===== src/rtl/mandelbrot_dispatch.sv =====
// mandelbrot_dispatch: raster-order pixel scheduler handing fixed-point coordinates to a round-robin pool of iterators
module mandelbrot_dispatch #(
   parameter int NUM_WORKERS = 4,
   parameter int H_PIXELS    = 640,
   parameter int V_PIXELS    = 480,
   parameter int PIX_W       = $clog2(H_PIXELS*V_PIXELS)
) (
   input  logic                     clk,
   input  logic                     reset,
   input  logic                     start,
   input  logic signed [26:0]       init_x,
   input  logic signed [26:0]       init_y,
   input  logic signed [26:0]       x_incr,
   input  logic signed [26:0]       y_incr,
   input  logic [NUM_WORKERS-1:0]   worker_req,
   input  logic [NUM_WORKERS-1:0]   worker_done,
   output logic [NUM_WORKERS-1:0]   assign_valid,
   output logic signed [26:0]       assign_cr,
   output logic signed [26:0]       assign_ci,
   output logic [PIX_W-1:0]         assign_addr,
   output logic                     busy,
   output logic                     frame_done,
   output logic [31:0]              frame_cycles
);
   localparam int PW = NUM_WORKERS > 1 ? $clog2(NUM_WORKERS) : 1;
   localparam int CW = H_PIXELS > 1 ? $clog2(H_PIXELS) : 1;
   typedef enum logic [1:0] {IDLE, DISPATCH, DRAIN} state_t;
   state_t state;
   logic [PW-1:0] rr_ptr, gidx;
   logic [PW:0] j;
   logic found;
   logic [NUM_WORKERS-1:0] mask, grant, inflight;
   logic [CW-1:0] col;
   logic [PIX_W-1:0] addr;
   logic signed [26:0] ix, dx, dy, cur_x, cur_y;

   // a worker granted last cycle may still show req, so it is masked out once
   always_comb begin
      mask = worker_req & ~assign_valid;
      gidx = '0;
      found = 1'b0;
      j = '0;
      for (int i = 0; i < NUM_WORKERS; i++) begin
         j = {1'b0, rr_ptr} + (PW+1)'(i);
         j = (j >= (PW+1)'(NUM_WORKERS)) ? j - (PW+1)'(NUM_WORKERS) : j;
         if (!found && mask[j[PW-1:0]]) begin
            gidx = j[PW-1:0];
            found = 1'b1;
         end
      end
      grant = (state == DISPATCH && found) ? (NUM_WORKERS)'(1) << gidx : '0;
   end

   always_ff @(posedge clk or posedge reset) begin
      if (reset) begin
         state <= IDLE;
         rr_ptr <= '0;
         inflight <= '0;
         col <= '0;
         addr <= '0;
         ix <= '0;
         dx <= '0;
         dy <= '0;
         cur_x <= '0;
         cur_y <= '0;
         assign_valid <= '0;
         assign_cr <= '0;
         assign_ci <= '0;
         assign_addr <= '0;
         busy <= 1'b0;
         frame_done <= 1'b0;
         frame_cycles <= '0;
      end else begin
         // done pulses only retire workers that actually hold a pixel
         inflight <= (inflight & ~worker_done) | grant;
         assign_valid <= grant;
         if (state != IDLE) frame_cycles <= frame_cycles + 32'd1;
         case (state)
            IDLE: if (start) begin
               ix <= init_x;
               dx <= x_incr;
               dy <= y_incr;
               cur_x <= init_x;
               cur_y <= init_y;
               col <= '0;
               addr <= '0;
               inflight <= '0;
               frame_cycles <= '0;
               frame_done <= 1'b0;
               busy <= 1'b1;
               state <= DISPATCH;
            end
            DISPATCH: if (found) begin
               assign_cr <= cur_x;
               assign_ci <= cur_y;
               assign_addr <= addr;
               addr <= addr + 1'b1;
               rr_ptr <= (gidx == PW'(NUM_WORKERS-1)) ? '0 : gidx + 1'b1;
               col <= (col == CW'(H_PIXELS-1)) ? '0 : col + 1'b1;
               cur_x <= (col == CW'(H_PIXELS-1)) ? ix : cur_x + dx;
               cur_y <= (col == CW'(H_PIXELS-1)) ? cur_y + dy : cur_y;
               if (addr == PIX_W'(H_PIXELS*V_PIXELS-1)) state <= DRAIN;
            end
            default: if ((inflight & ~worker_done) == '0) begin
               busy <= 1'b0;
               frame_done <= 1'b1;
               state <= IDLE;
            end
         endcase
      end
   end
endmodule


===== config.mk =====
export PLATFORM = sky130hd
export DESIGN_NAME = mandelbrot_dispatch
export DESIGN_NICKNAME = d
export VERILOG_FILES = /design/src/rtl/mandelbrot_dispatch.sv
export SDC_FILE = /design/constraint.sdc
export NUM_CORES = 1
export LEC_CHECK = 0
export ABC_AREA = 1
export BUFFER_PORTS_ARGS = -buffer_cell sky130_fd_sc_hd__buf_2
export CAP_MARGIN = 5
export CORE_MARGIN = 3
export CORE_UTILIZATION = 40
export DETAILED_ROUTE_END_ITERATION = 8
export GPL_TIMING_DRIVEN = 0
export PLACE_DENSITY = 0.62
export RECOVER_POWER = 25
export SLEW_MARGIN = 20
export SYNTH_ARGS = -nofsm -noshare
export SYNTH_HDL_FRONTEND = slang
export SYNTH_SLANG_ARGS = --single-unit

===== constraint.sdc =====
create_clock -name clk -period 23.6 [get_ports clk]
set_clock_uncertainty 0.05 [all_clocks]
set_input_delay 0 -clock clk [delete_from_list [all_inputs] [get_ports clk]]
set_output_delay 0 -clock clk [all_outputs]
set_load 0.01 [all_outputs]

==> impl_table.tex <==
\begin{tabular}{lr}
\hline
Metric & Value \\
\hline
\multicolumn{2}{l}{\textbf{Route}} \\
Number of vias per cell after detailed routing & 5.12 \\
ANT nets after route & 0 \\
Number of detailed-routing iterations run before antenna repair & 5 \\
WL per Instance & 17.8 microns \\
Total number of vias & 16200 \\
Wire length reported by the detailed router & 56.5 mm \\
Number of DRC violations after detailed-routing iteration 0 & 1122 \\
Remaining routing DRC violations & 0 \\
\multicolumn{2}{l}{\textbf{Synthesis}} \\
Synthesized Nets & 2424 \\
Share of flip-flops with an asynchronous set or reset & 1.00 \\
Number of warning messages in the yosys log & 0 \\
Top\_reg\_cell synth & dfrtp\_1 \\
Post-synthesis cell count & 2244 \\
Sequential element share of the synthesized area & 0.436 \\
Seq cells post-synth & 283 \\
Biggest area contributors in the synthesized netlist & dfrtp\_1, nand2\_1, inv\_1 \\
Area fraction of the dominant cell type after synthesis & 0.436 \\
Number of enable flip-flop cells after synthesis & 0 \\
Cell variety after synth & 47 \\
Area of the mapped netlist & 0.0162 sq mm \\
Library cell occupying the most area in the post-synthesis netlist & dfrtp\_1 \\
Average cell area after synthesis & 7.24 sq um \\
\multicolumn{2}{l}{\textbf{Floorplan}} \\
Area of the core & 0.0399 sq mm \\
Number of core rows & 73 \\
\# IOs & 230 \\
DIE HEIGHT & 207 microns \\
Starting utilization of the core area & 0.407 \\
Floorplan die width & 207 microns \\
Die area & 0.0430 sq mm \\
\multicolumn{2}{l}{\textbf{Setup path}} \\
Setup slack on the worst flop-to-flop path & 20.68 ns \\
Element type at the critical path start & input pin \\
Reg2Reg Capture Point & ix[26]\$\_DFFE\_PP0P\_ \\
Cells on worst reg2reg path & 6 \\
Worst path arrival time & 3.78 ns \\
Worst EP required & 24.27 ns \\
Worst setup path class & input pin to async pin \\
Launch point of the worst reg-to-reg path & state[0]\$\_DFFE\_PP0P\_ \\
Critical path capture point type & async pin \\
CP max FO & 71 \\
\multicolumn{2}{l}{\textbf{Finish}} \\
Antenna cell count & 0 \\
Most common cell after layout, fill and taps aside & nand2\_1 \\
Ratio of cells with drive above 1 in the final layout & 0.0994 \\
Reg area & 0.00708 sq mm \\
Total area of multi-input combinational cells & 0.00780 sq mm \\
Final nets & 2804 \\
Area added between synthesis and finish & 24.1\% \\
Commonest non-fill, non-tap cells in the layout & nand2\_1, dfrtp\_1, inv\_1 \\
Filler instances & 3934 \\
\multicolumn{2}{l}{\textbf{Power and ir drop}} \\
Total power density per cell area & 134 mW/mm\^{}2 \\
Peak supply drop & 0.0676 mV \\
Static leakage power & 10.3 nW \\
\multicolumn{2}{l}{\textbf{Placement}} \\
Port Buf Inserts & 229 \\
Post-place setup slack & 20.69 ns \\
Placer congestion estimate & 0.999 \\
Detailed placer's ending HPWL & 42.4 mm \\
\multicolumn{2}{l}{\textbf{Global routing}} \\
Total global routing track utilization & 0.259 \\
Via count of the first global-routing pass & 16200 \\
Number of antenna violations at the first check in global routing & 0 \\
Pin count of the biggest net entering global routing & 84 \\
Wire length of the first global-routing pass & 89.7 mm \\
Final global-route overflow total & 0 \\
\multicolumn{2}{l}{\textbf{STA}} \\
Worst-margin pin slew & 3.09 ns \\
Number of failing hold endpoints at the final stage & 0 \\
Number of pins with negative max-slew slack in the final report & 67 \\
Setup violation total in the final timing report & 0 \\
Post-route minimum period & 3.11 ns \\
TNS Setup & 0 ns \\
Final worst-path cycle share & 0.132 \\
Worst relative slew slack & -1.07 \\
Worst setup slack after layout & 20.49 ns \\
RSZ-0062 raised after global routing & false \\
Highest Clock Rate & 322 MHz \\
\multicolumn{2}{l}{\textbf{Min path}} \\
Worst hold path startpoint & y\_incr[9] \\
Cell depth of the worst hold path & 4 \\
Worst hold endpoint & dy[9]\$\_DFFE\_PP0P\_ \\
Hold/Removal Path Class & input pin to flip-flop \\
\multicolumn{2}{l}{\textbf{Run status}} \\
Result of the run & complete, but fails checks \\
Failing checks & capacitance limit, slew limit \\
\multicolumn{2}{l}{\textbf{Clocking}} \\
Number of CTS-inserted buffers & 31 \\
Clock root cell & clkbuf\_16 \\
CTS clk-pin slew, worst paths & 0.06 ns \\
Max clock buf depth & 3 \\
Total setup buffers inserted after CTS & 0 \\
Sink count of the clock tree & 283 \\
Post-cts repair resize count & 0 \\
TritonCTS clock tree & done \\
Insertion delay of the later-clocked pin in the worst-skew pair & 0.59 ns \\
Maximum level of the CTS H-tree & 1 \\
\multicolumn{2}{l}{\textbf{Flow run}} \\
\# Max-Cap Violations & 1 \\
\hline
\end{tabular}
==> state kept, by name (all words and copies together) (netlist names) <==
name / count
assign_valid: 4
inflight: 4
ix: 27
frame_cycles: 32
col: 10
frame_done: 1
assign_addr: 19
busy: 1
assign_cr: 27
assign_ci: 27
dx: 27
addr: 19
dy: 27
rr_ptr: 2
state: 2
cur_x: 27
cur_y: 27
==> how the worst max path moves through the flow <==
stage | startpoint | to | slack (ns)
after CTS | state[0]$_DFFE_PP0P_ | ix[26]$_DFFE_PP0P_ | 20.64
after global routing | reset | assign_ci[6]$_DFFE_PP0P_ | 20.01
after global placement | reset | addr[8]$_DFFE_PP0P_ | 12.32
after detailed placement | state[0]$_DFFE_PP0P_ | cur_x[7]$_DFFE_PP0P_ | 20.69
final | reset | addr[13]$_DFFE_PP0P_ | 20.49
after floorplan | reset | addr[0]$_DFFE_PP0P_ | 15.74
==> cell type report <==
type	count	area share
flip-flops and latches	283	0.352
clock inverters	13	0.00714
well taps	525	0.0326
inverters	258	0.0483
plain buffers	74	0.0188
repair buffers	347	0.112
clock buffers	41	0.0424
multi-input cells	1629	0.387
==> stage by stage <==
stage | area [sq um] | hold slack, ns | power, mW | utilization | instances
final | 20100 | 0.0979 | 2.70 | 0.505 | 3170
after global routing | 20100 | 0.103 | 2.93 | 0.505 | 3170
after CTS | 20300 | 0.0664 | 2.72 | 0.508 | 3170
after detailed placement | 18100 | 0.0244 | 2.20 | 0.454 | 3001
after global placement | 18000 | 0.144 | 2.18 | 0.452 | 2998
after floorplan | 16200 | 0.0338 | 1.73 | - | 2244
==> cell families (layout without fill, tap and decap cells) <==
logic type,Yosys count,after routing,synth area share
and+or+nand+nor,1229,1229,0.314
AOI/OAI and AO/OA,318,318,0.106
muxes,3,3,0.00185
buffers and inverters,332,733,0.0832
xor gates and xnor gates,18,18,0.0106
adders and majority gates,61,61,0.0479
DFF,283,283,0.436
==> what timing repair did <==
action                     4_1_cts  5_1_grt
setup endpoints to repair        0        0
hold endpoints to repair       357        0
hold buffers                   115        0
==> power breakdown <==
group,leakage [nW],switching (mW),internal [mW]
combinational,6.16,0.970,0.464
clock,0.500,0.202,0.284
sequential,3.65,0.122,0.659
==> cells in the mapped netlist (2+ instances only) <==
cell type,instances
a21boi_0,2
or2_2,6
dfrtp_1,283
nor3_2,2
o21bai_1,7
nand4_1,37
a22oi_1,3
nor2_1,146
fa_1,2
nand2_4,2
nor4_1,4
o211ai_2,6
nand3_1,152
buf_6,6
o21a_1,4
nand3b_1,8
o211ai_1,2
xnor2_1,5
inv_1,252
inv_2,4
nor3_1,31
o21ai_0,170
mux2i_1,3
nor2_2,5
buf_2,24
nand2_1,818
a21oi_1,100
nand2_2,13
clkbuf_1,35
ha_1,59
buf_4,4
o21ai_2,2
nand3_2,4
a21o_1,2
o21ai_1,16
buf_1,4
xor2_1,11
==> layer usage <==
layer  wire (microns)  track usage  part of all wire  vias to the layer above
met5                0            0                 0                        -
met4             1800       0.0751             0.032                        0
met1            25400        0.352              0.45                     7700
li1                 -            -                 -                     7945
met2            25800        0.428              0.46                      474
met3             3400       0.0434             0.060                      100
==> critical path, stage by stage <==
cell           delay (ns)
dlygate4sd3_1        0.53
buf_2                0.12
dlygate4sd3_1        0.56
clkinvlp_2           1.72
buf_16               0.36
buf_16               0.33
Power figures use the tool's default switching activity.
